### config.mk
export PLATFORM = sky130hd
export DESIGN_NAME = seq_scan_ctrl
export DESIGN_NICKNAME = d
export VERILOG_FILES = /design/src/rtl/seq_scan_pkg.sv /design/src/rtl/seq_scan_sat_acc.sv /design/src/rtl/seq_scan_ctrl.sv
export SDC_FILE = /design/constraint.sdc
export NUM_CORES = 1
export LEC_CHECK = 0
export BUFFER_PORTS_ARGS = -buffer_cell sky130_fd_sc_hd__buf_2
export CORE_MARGIN = 4
export CORE_UTILIZATION = 45
export CTS_CLUSTER_DIAMETER = 120
export DETAILED_ROUTE_END_ITERATION = 10
export GPL_ROUTABILITY_DRIVEN = 0
export PLACE_DENSITY_LB_ADDON = 0.2
export SLEW_MARGIN = 10
export SYNTH_ARGS = -nofsm -noshare
export SYNTH_HDL_FRONTEND = slang
export SYNTH_SLANG_ARGS = --single-unit
### constraint.sdc
create_clock -name clk -period 3.4 [get_ports clk]
set_input_delay 0.51 -clock clk [delete_from_list [all_inputs] [get_ports clk]]
set_output_delay 0.51 -clock clk [all_outputs]
set_load 0.02 [all_outputs]
### src/rtl/seq_scan_pkg.sv
// Shared definitions for the sequence-detector scan controller.
//   state_e   : controller state encoding (IDLE..REPORT, 3-bit)
//   cnt_width : bits needed to hold a popcount of a word of the given width
package seq_scan_pkg;

  typedef enum logic [2:0] {
    IDLE   = 3'd0,
    CLEAR  = 3'd1,
    SHIFT  = 3'd2,
    DRAIN  = 3'd3,
    REPORT = 3'd4
  } state_e;

  function automatic int unsigned cnt_width(input int unsigned width);
    return $clog2(width + 1);
  endfunction

endpackage

### src/rtl/seq_scan_sat_acc.sv
// Saturating accumulator for the cumulative hit counter.
// Ports:
//   clk, rst   : clock and synchronous active-low reset
//   clr_i      : clear total to 0; wins over a coincident add
//   add_en_i   : add add_val_i this cycle
//   add_val_i  : increment value
//   total_o    : registered running total, sticks at all-ones
module seq_scan_sat_acc #(
  parameter int unsigned TOT_W = 16,
  parameter int unsigned ADD_W = 4
) (
  input  logic             clk,
  input  logic             rst,
  input  logic             clr_i,
  input  logic             add_en_i,
  input  logic [ADD_W-1:0] add_val_i,
  output logic [TOT_W-1:0] total_o
);

  // One spare bit above the wider operand so overflow is visible before saturating
  localparam int unsigned SUM_W = ((TOT_W > ADD_W) ? TOT_W : ADD_W) + 1;
  localparam logic [SUM_W-1:0] MAX_SUM = SUM_W'({TOT_W{1'b1}});

  logic [TOT_W-1:0] total_q, total_d;
  logic [SUM_W-1:0] sum_c;

  assign sum_c = SUM_W'(total_q) + SUM_W'(add_val_i);

  // Next-value selection: clear has priority over accumulation
  always_comb begin
    total_d = total_q;
    if (clr_i) begin
      total_d = '0;
    end else if (add_en_i) begin
      total_d = (sum_c > MAX_SUM) ? {TOT_W{1'b1}} : TOT_W'(sum_c);
    end
  end

  always_ff @(posedge clk) begin
    if (!rst) total_q <= '0;
    else      total_q <= total_d;
  end

  assign total_o = total_q;

endmodule

### src/rtl/seq_scan_ctrl.sv
// Scan controller: takes a parallel word, clears the serial Moore detector,
// shifts the word out MSB-first and collects the detector response per bit.
// Ports:
//   clk, rst              : clock and synchronous active-low reset
//   in_valid/in_ready     : input word handshake (ready only in IDLE)
//   in_data               : word to scan, bit WIDTH-1 shifted first
//   det_x                 : registered serial bit to the detector
//   det_rst               : active-low detector reset, low in CLEAR or reset
//   det_z                 : detector Moore output
//   out_valid/out_ready   : result handshake
//   out_hits, out_count   : per-bit hit map and its popcount
//   clr_stats             : clear cumulative counter
//   total_hits            : saturating cumulative hit count
//   busy                  : high whenever not IDLE
module seq_scan_ctrl
  import seq_scan_pkg::*;
#(
  parameter int unsigned WIDTH = 8,
  parameter int unsigned TOT_W = 16
) (
  input  logic                          clk,
  input  logic                          rst,
  input  logic                          in_valid,
  output logic                          in_ready,
  input  logic [WIDTH-1:0]              in_data,
  output logic                          det_x,
  output logic                          det_rst,
  input  logic                          det_z,
  output logic                          out_valid,
  input  logic                          out_ready,
  output logic [WIDTH-1:0]              out_hits,
  output logic [cnt_width(WIDTH)-1:0]   out_count,
  input  logic                          clr_stats,
  output logic [TOT_W-1:0]              total_hits,
  output logic                          busy
);

  localparam int unsigned CNT_W = cnt_width(WIDTH);
  localparam int unsigned IDX_W = $clog2(WIDTH);

  state_e           state_q, state_d;
  logic [WIDTH-1:0] data_q, data_d;
  logic [WIDTH-1:0] hits_q, hits_d;
  logic [IDX_W-1:0] idx_q, idx_d;
  logic [IDX_W-1:0] idx_inc, idx_dec;
  logic             det_x_q, det_x_d;
  logic             out_valid_q, out_valid_d;
  logic [WIDTH-1:0] out_hits_q, out_hits_d;
  logic [CNT_W-1:0] out_count_q, out_count_d;
  logic             hs_c;

  function automatic logic [CNT_W-1:0] popcount(input logic [WIDTH-1:0] v);
    logic [CNT_W-1:0] c;
    c = '0;
    for (int i = 0; i < WIDTH; i++) c = c + CNT_W'(v[i]);
    return c;
  endfunction

  assign idx_inc = idx_q + IDX_W'(1);
  assign idx_dec = idx_q - IDX_W'(1);

  // Next-state and datapath decode
  always_comb begin
    state_d     = state_q;
    data_d      = data_q;
    hits_d      = hits_q;
    idx_d       = idx_q;
    det_x_d     = det_x_q;
    out_valid_d = out_valid_q;
    out_hits_d  = out_hits_q;
    out_count_d = out_count_q;
    hs_c        = 1'b0;
    case (state_q)
      IDLE: begin
        det_x_d = 1'b0;
        if (in_valid) begin
          data_d  = in_data;
          hits_d  = '0;
          state_d = CLEAR;
        end
      end
      CLEAR: begin
        idx_d   = IDX_W'(WIDTH - 1);
        det_x_d = data_q[WIDTH-1];
        state_d = SHIFT;
      end
      SHIFT: begin
        // det_z lags det_x by one cycle; on the first bit it still shows the cleared state
        if (idx_q != IDX_W'(WIDTH - 1)) hits_d[idx_inc] = det_z;
        if (idx_q == '0) begin
          det_x_d = 1'b0;
          state_d = DRAIN;
        end else begin
          idx_d   = idx_dec;
          det_x_d = data_q[idx_dec];
        end
      end
      DRAIN: begin
        // hits_q[0] is still clear from the accept, so OR-ing in det_z places bit 0
        out_hits_d  = hits_q | WIDTH'(det_z);
        out_count_d = popcount(out_hits_d);
        out_valid_d = 1'b1;
        state_d     = REPORT;
      end
      REPORT: begin
        if (out_ready) begin
          hs_c        = 1'b1;
          out_valid_d = 1'b0;
          state_d     = IDLE;
        end
      end
      default: begin
        state_d = IDLE;
      end
    endcase
  end

  always_ff @(posedge clk) begin
    if (!rst) begin
      state_q     <= IDLE;
      data_q      <= '0;
      hits_q      <= '0;
      idx_q       <= '0;
      det_x_q     <= 1'b0;
      out_valid_q <= 1'b0;
      out_hits_q  <= '0;
      out_count_q <= '0;
    end else begin
      state_q     <= state_d;
      data_q      <= data_d;
      hits_q      <= hits_d;
      idx_q       <= idx_d;
      det_x_q     <= det_x_d;
      out_valid_q <= out_valid_d;
      out_hits_q  <= out_hits_d;
      out_count_q <= out_count_d;
    end
  end

  seq_scan_sat_acc #(
    .TOT_W (TOT_W),
    .ADD_W (CNT_W)
  ) u_acc (
    .clk       (clk),
    .rst       (rst),
    .clr_i     (clr_stats),
    .add_en_i  (hs_c),
    .add_val_i (out_count_q),
    .total_o   (total_hits)
  );

  // Detector is held in reset for the single CLEAR cycle of each word
  assign det_rst   = rst & (state_q != CLEAR);
  assign in_ready  = (state_q == IDLE);
  assign busy      = (state_q != IDLE);
  assign det_x     = det_x_q;
  assign out_valid = out_valid_q;
  assign out_hits  = out_hits_q;
  assign out_count = out_count_q;

endmodule
[After elaboration in Yosys (flattened, before gate mapping)]
Index checks and enable logic that the tools add are counted.
Storage, ports and cells
  register bits after elaboration: 52
  input port bits: 14
  output and inout port bits: 33
  logic and storage cells: 72
Cells by class
  $add $sub $neg: 10
  $lt $le $gt $ge: 4
  equality and inequality tests: 11
  multiplexer cells: 21
  bitwise logic cells: 3
  reduce and logical (&&, ||, !) cells: 14
Operators by type and width (count)
  16-bit by 4-bit adder with 17-bit output: 1
  17-bit by 16-bit > comparator with 1-bit output, second input constant: 1
  4-bit by 1-bit adder with 4-bit output: 4
  16-bit 2-to-1 mux: 1
  8-bit 2-to-1 mux: 2
  8-bit one-hot mux with 2 select lines: 1
  3-bit one-hot mux with 5 select lines: 1
  3-bit 2-to-1 mux: 4
  2-bit inequality test, second input constant: 5
  8-bit bitwise mux: 1
  3-bit by 4-bit less-than comparator with 1-bit output, second input constant: 2
  8-bit by 1-bit bitwise OR with 8-bit output: 1
  3-bit by 2-bit == test with 1-bit output, second input constant: 2
  3-bit zero test: 2
  1-bit 2-to-1 mux: 6
  3-bit one-hot mux with 2 select lines: 1
  2-bit AND reduction: 3
  3-bit AND reduction: 2
  2-bit nonzero test: 3
  3-bit nonzero test: 2
  3-bit by 1-bit adder with 4-bit output: 1
  2-bit by 1-bit adder with 3-bit output: 1
  3-bit by 1-bit adder with 3-bit output, second input constant: 1
  1-bit binary-select mux with 3-bit select: 1
  other kinds (14): 14

[Depth between registers and ports, before layout]
Gate-level depths: netlist of the first run.
  depth in word-level cells: 8
  depth in mapped cells: 12
  mapped depth without buffers: 12

[Hierarchy]
From an unflattened synthesis of the first run, not the netlist that was laid out.
Unflattened totals
  cells, all modules: 319
  area total of the unflattened synthesis: 2690.1 um2
Modules (own cells, without submodules)
  seq_scan_ctrl: instances 1, cells each 213, area an instance 1778.0 um2, seq. area each 720.7 um2
  seq_scan_sat_acc: instances 1, cells each 106, area an instance 912.1 um2, seq. area each 320.3 um2

[Least setup slack after synthesis of the first run]
No wires, ideal clock.
  path type: reg-to-reg
  start point: register hits_q[1]
  end point: register out_count_q[2], in the netlist out_count[2]
  setup time: 0.128 ns
  arrival time: 2.715 ns
  data required time: 3.272 ns
  slack: 0.557 ns
  stages on the path, launching flop included: 13
  path buffers: 0
  clock period less this slack: 2.843 ns
  path through: dfxtp_1 fa_1 inv_1 fa_1 fa_1 inv_1 ha_1 inv_1 fa_1 xor2_1 nor2_1 a21oi_1 nor2_1
Between the ends
  word-level cells in the longest chain between the ends: 8
RTL lines
  from (decl): RTL line seq_scan_ctrl.sv:43  | logic [WIDTH-1:0] hits_q, hits_d;
  from (signal assigned): RTL line seq_scan_ctrl.sv:131  | hits_q <= hits_d;
  8-bit by 1-bit bitwise OR with 8-bit output: RTL line seq_scan_ctrl.sv:100  | out_hits_d = hits_q | WIDTH'(det_z);
  1-bit by 1-bit adder with 2-bit output: RTL line seq_scan_ctrl.sv:55  | for (int i = 0; i < WIDTH; i++) c = c + CNT_W'(v[i]);
  2-bit by 1-bit adder with 3-bit output: RTL line seq_scan_ctrl.sv:55
  3-bit by 1-bit adder with 4-bit output: RTL line seq_scan_ctrl.sv:55
  4-bit by 1-bit adder with 4-bit output (4 in a row): RTL line seq_scan_ctrl.sv:55
  to (signal assigned): RTL line seq_scan_ctrl.sv:136  | out_count_q <= out_count_d;
  to (decl): RTL line seq_scan_ctrl.sv:49  | logic [CNT_W-1:0] out_count_q, out_count_d;
No other way between the ends.
A chain may end at the register's enable or synchronous reset.

[Worst setup path after layout of the first run]
Ends and elaborated chain as after synthesis.

==> results of run 1 <==
-- report_power, final --
group	internal (µW)	switching, µW	total [µW]
Combinational	102	146	248
Clock	163	207	370
Sequential	635	38.5	673
Total	900	391	1290
-- state kept, by name, summed over array words and instances (netlist names) --
register / cells
out_hits: 8
data_q: 8
out_valid: 1
idx_q: 3
hits_q: 8
det_x: 1
out_count: 4
u_acc.total_o: 16
state_q: 3
-- path summary, 6_finish.rpt --
path             endpoint  slack [ns]  depth (start not counted)
max          out_count[2]        0.40                         12
min             data_q[4]        0.43                          3
max reg2reg  out_count[2]        0.40                         12
min reg2reg   out_hits[1]        0.46                          2
-- metal layers --
layer | up-vias | track usage
li1 | 1242 | -
met1 | 1131 | 0.215
met2 | 44 | 0.280
met3 | 5 | 0.0375
met4 | 0 | 0.0388
met5 | - | 0
-- through the flow --
| stage | total power (µW) | worst slack [ns] | hold WS [ns] | utilization |
|---|---|---|---|---|
| after detailed placement | 936 | 0.422 | 0.445 | 0.522 |
| after CTS | 1300 | 0.378 | 0.427 | 0.539 |
| final | 1290 | 0.401 | 0.430 | 0.539 |
| after global placement | 932 | 0.481 | 0.443 | 0.522 |
| after global routing | 1370 | 0.296 | 0.432 | 0.539 |
| after floorplan | 878 | 0.557 | 0.433 | - |
-- critical path, cell delays in order (launching register included) --
cell and delay, ns:
dfxtp_1 0.35, fa_1 0.55, inv_1 0.06, fa_1 0.50, fa_1 0.42, inv_1 0.07
ha_1 0.15, inv_1 0.05, fa_1 0.37, xor2_1 0.14, nor2_1 0.05, a21oi_1 0.13
nor2_1 0.05
-- placed cells by master, fill, tap and decap left out, types with 3 or more instances in the layout --
| cell type | n |
|---|---|
| nor2_1 | 24 |
| nand3_1 | 8 |
| or3_1 | 4 |
| o31ai_1 | 3 |
| clkbuf_8 | 6 |
| nand2_1 | 49 |
| a211oi_1 | 6 |
| a31oi_1 | 10 |
| o21ai_0 | 17 |
| dfxtp_1 | 52 |
| and3b_1 | 3 |
| ha_1 | 11 |
| a21oi_1 | 38 |
| fa_1 | 5 |
| nand4_1 | 4 |
| nor3_1 | 9 |
| or4_1 | 5 |
| buf_2 | 46 |
| inv_1 | 19 |
-- cell families (layout without fill, tap and decap cells) --
group	count (synthesis)	after routing
XOR/XNOR	4	4
buffers and inverters	38	76
AND/OR/NAND/NOR	124	124
multiplexers	3	3
adder cells (fa/ha/maj)	16	16
flip-flops	52	52
AO/OA/AOI/OAI	90	90
-- final cells by class --
| class | count | area share |
|---|---|---|
| sequential | 52 | 0.340 |
| clock buffer | 6 | 0.0270 |
| tap | 72 | 0.0295 |
| inverter | 20 | 0.0245 |
| clock inverter | 2 | 0.00327 |
| multi-input combinational | 237 | 0.495 |
| timing repair buffer | 48 | 0.0802 |
==> results.json, run 1 <==
{
  "outcome": "completed",
  "coreArea_um2": 5680,
  "fmax_mhz": 333,
  "async_flop_share": 0,
  "placed_cells": 429,
  "cp.required_ns": 3.59,
  "ys.flop_type": "dfxtp_1",
  "antenna_found_initial": 0,
  "finClkSkew_ns": 0.0110,
  "final_layout_size_suffix_gt1_frac": 0.181,
  "clkSinkCount": 52,
  "drt_iter0_drc": 88,
  "cts_setup_buffers": 0,
  "end_kind": "register",
  "clockBufferDepth": 2,
  "power_density_nw_per_um2": 422,
  "path_class": "reg -> reg",
  "slew_violations": 0,
  "period_needed_ns": 3.00,
  "synth.most_common_cell": "dfxtp_1",
  "ctsHtreeMaxLevel": 2,
  "synth_fa_ha_area_frac": 0.0879,
  "drt_first_pass_iters": 4,
  "io_pins": 47,
  "cts_resized": 0,
  "highest_layer": "met4",
  "portBuffers": 46,
  "met3_length_um": 245,
  "rsz0062_at_grt": "no",
  "nNetsFinal": 394,
  "critPathArrivalTime_ns": 3.19,
  "drt-total-wl_um": 5920,
  "yosysTopAreaCellShare": 0.385,
  "synth-simple-area-share": 0.234,
  "grt_max_degree": 37,
  "drc": 0,
  "netlist.top_cell.by_area": "dfxtp_1",
  "synth_area_um2": 2700,
  "synthTopCellsByCount": "dfxtp_1 (52), nand2_1 (49), a21oi_1 (38)",
  "ys_types": 52,
  "hold_path.startpoint": "in_data[4]",
  "start_util": 0.476,
  "ys_seq_area_frac": 0.385,
  "synth_area_leaders": "dfxtp_1 (39%), a21oi_1 (7.0%), nand2_1 (6.8%)",
  "peakVddDrop_uv": 265,
  "synth_compound_area_frac": 0.204,
  "period_share": 0.882,
  "fp.dieArea_um2": 7310,
  "avgRoutedWirePerCell_um": 13.5,
  "synth_top_family_by_area": "simple AND/OR/NAND/NOR gates",
  "final-hold-violation-count": 0,
  "nFillCells": 556,
  "placed_area_um2": 2970,
  "syn_to_final_growth_pct": 13.1,
  "place_hpwl_um": 4250,
  "synth_fp_nets": 357,
  "multi_input_area_um2": 1510,
  "n_antenna_cell": 0,
  "tns_ns": 0,
  "clock_latency_ns": 0.31,
  "grt_pass1_wl_um": 10000,
  "wl_met1_um": 2780,
  "design_area_um2": 3060,
  "start_kind": "register",
  "path_max_fanout": 3,
  "routed-wl-met2_um": 2820,
  "viasPerCell": 5.54,
  "num_vias": 2422,
  "die_h_um": 85.5,
  "maxCapViolCount": 0,
  "worstMarginPinSlew_ns": 0.826,
  "yosys_warnings": 0,
  "grt_usage": 0.166,
  "ys_ff_latch": 52,
  "hp-class": "in -> reg",
  "syn_inst": 327,
  "rows": 27,
  "overflow": 0,
  "r2r-start": "hits_q[1]",
  "area.sequential_um2": 1040,
  "antenna_left": 0,
  "max-slew-margin-rel": 0.449,
  "muxShareOfSynthArea": 0.0208,
  "cts_tree": "yes",
  "die_w_um": 85.5,
  "setup_viol": 0,
  "clock-root-buffer": "clkbuf_8",
  "grt_pass1_vias": 2197,
  "synth_area_per_cell_um2": 8.27,
  "final_cells": 437,
  "path_clk_slew_ns": 0.10,
  "synth-xor-area-share": 0.0130,
  "cts-buffers-inserted": 5,
  "cts.hold.buffers_added": 0,
  "synth_edf_count": 0,
  "critPathLaunch": "hits_q[1]",
  "cellLeakagePower_uw": 0.00120
}
Power figures use the tool's default switching activity.
==> run 2: changes to the inputs <==
- MAX_ROUTING_LAYER: default -> met4
==> run 2 against run 1 <==
Compared with the run above:
- clock power is essentially flat
- hold slack about the same
- power about the same
- sequential share of layout area did not move
- final cell count stayed put
- non-clock buffer count is the same
- sequential power barely moved
- utilization unchanged
- worst setup slack lost 0.0013 ns
- clock skew up 0.00073 ns
- critical path type unchanged
- largest cell class unchanged
==> results.json, run 2 (synthesized netlist as in run 1, its figures left out) <==
{
  "outcome": "completed",
  "grt_pass1_wl_um": 10000,
  "cts_setup_buffers": 0,
  "place_hpwl_um": 4250,
  "grt_usage": 0.171,
  "critPathArrivalTime_ns": 3.19,
  "critPathBufInv": 3,
  "coreArea_um2": 5680,
  "holdWs_ns": 0.430,
  "drt_first_pass_iters": 5,
  "path_clk_slew_ns": 0.10,
  "max-slew-margin-rel": 0.447,
  "tns_ns": 0,
  "drt_iter0_drc": 85,
  "r2r-start": "hits_q[1]",
  "path_class": "reg -> reg",
  "multi_input_area_um2": 1510,
  "num_vias": 2426,
  "final_common_cell": "dfxtp_1",
  "fin_ws_ns": 0.400,
  "cts-buffers-inserted": 5,
  "final_cell_mix": "dfxtp_1 (52), nand2_1 (49), buf_2 (46)",
  "portBuffers": 46,
  "peakVddDrop_uv": 265,
  "n_antenna_cell": 0,
  "worstMarginPinSlew_ns": 0.829,
  "hp-class": "in -> reg",
  "cp.required_ns": 3.59,
  "grt_max_degree": 37,
  "rows": 27,
  "setup_viol": 0,
  "cp.depth": 12,
  "antenna_found_initial": 0,
  "drt-total-wl_um": 5900,
  "crit_chain": "fa_1 -> inv_1 -> fa_1 -> fa_1 -> inv_1 -> ha_1 -> inv_1 -> fa_1 -> xor2_1 -> nor2_1 -> a21oi_1 -> nor2_1",
  "final_layout_size_suffix_gt1_frac": 0.181,
  "clock-root-buffer": "clkbuf_8",
  "pre_cts_ws_ns": 0.422,
  "ctsHtreeMaxLevel": 2,
  "cellLeakagePower_uw": 0.00120,
  "crit_family": "adder cells",
  "maxCapViolCount": 0,
  "io_pins": 47,
  "clock_latency_ns": 0.31,
  "grt_pass1_vias": 2198,
  "final-hold-violation-count": 0,
  "ff2ff_path_depth": 12,
  "clkSinkCount": 52,
  "viasPerCell": 5.55,
  "critPathLaunch": "hits_q[1]",
  "die_w_um": 85.5,
  "drc": 0,
  "cts.hold.buffers_added": 0,
  "cts_tree": "yes",
  "start_util": 0.476,
  "finClkSkew_ns": 0.0117,
  "r2r_end": "out_count[2]",
  "period_needed_ns": 3.00,
  "cts_resized": 0,
  "slew_violations": 0,
  "nFillCells": 556,
  "slowest_stage": "fa_1",
  "crit_top_cell": "fa_1",
  "start_kind": "register",
  "area.sequential_um2": 1040,
  "path_max_fanout": 3,
  "antenna_left": 0,
  "syn_to_final_growth_pct": 13.1,
  "rsz0062_at_grt": "no",
  "nNetsFinal": 394,
  "power_density_nw_per_um2": 422,
  "overflow": 0,
  "clockBufferDepth": 2,
  "end_kind": "register",
  "cp_slowest_stage_delay_ns": 0.55,
  "fp.dieArea_um2": 7310,
  "r2r_slack_ns": 0.40,
  "largest_reg_flops": 16,
  "avgRoutedWirePerCell_um": 13.5,
  "fmax_mhz": 333,
  "critPathCapture": "out_count[2]",
  "period_share": 0.882,
  "die_h_um": 85.5
}
run 2: cell counts in the layout (fill, tap and decap cells not counted):
Identical to the previous run, type by type.
run 2: where the power goes:
group | switching [µW] | total, µW | internal, µW | leakage, µW
sequential | 38.5 | 673 | 635 | 0.000421
clock | 206 | 369 | 163 | 0.0000510
combinational | 146 | 248 | 102 | 0.000731
run 2: area by class of cell:
class	instances	area share
multi-input cells	237	0.495
flip-flops and latches	52	0.340
repair buffers	48	0.0802
well taps	72	0.0295
clock buffers	6	0.0270
inverters	20	0.0245
clock inverters	2	0.00327
run 2: how the worst min path moves through the flow:
| stage | startpoint | end | slack (ns) | depth (start not counted) |
|---|---|---|---|---|
| finish | in_data[4] | data_q[4] | 0.43 | 3 |
| global route | in_data[6] | data_q[6] | 0.43 | 3 |
| CTS | in_data[7] | data_q[7] | 0.43 | 3 |
| detailed placement | out_hits[6] | out_hits[6] | 0.44 | 2 |
| global placement | out_hits[7] | out_hits[7] | 0.44 | 2 |
| floorplan | data_q[1] | data_q[1] | 0.43 | 2 |
run 2: stage by stage:
stage | power (µW) | area (µm²) | std cells | utilization
2_1_floorplan | 878 | 2700 | 327 | -
3_3_place_gp | 932 | 2970 | 429 | 0.522
3_5_place_dp | 936 | 2970 | 429 | 0.522
4_1_cts | 1300 | 3060 | 437 | 0.539
5_1_grt | 1370 | 3060 | 437 | 0.539
6_report | 1290 | 3060 | 437 | 0.539
run 2: routing by layer:
layer	track usage	vias up	part of all wire
li1	-	1244	-
met1	0.215	1123	0.46
met2	0.280	54	0.48
met3	0.0375	5	0.048
met4	0.0388	0	0.010
met5	-	-	0
run 2: worst min-delay path, cell delays in order:
cell and delay [ns]:
buf_2 0.10, nand2_1 0.05, a21oi_1 0.05
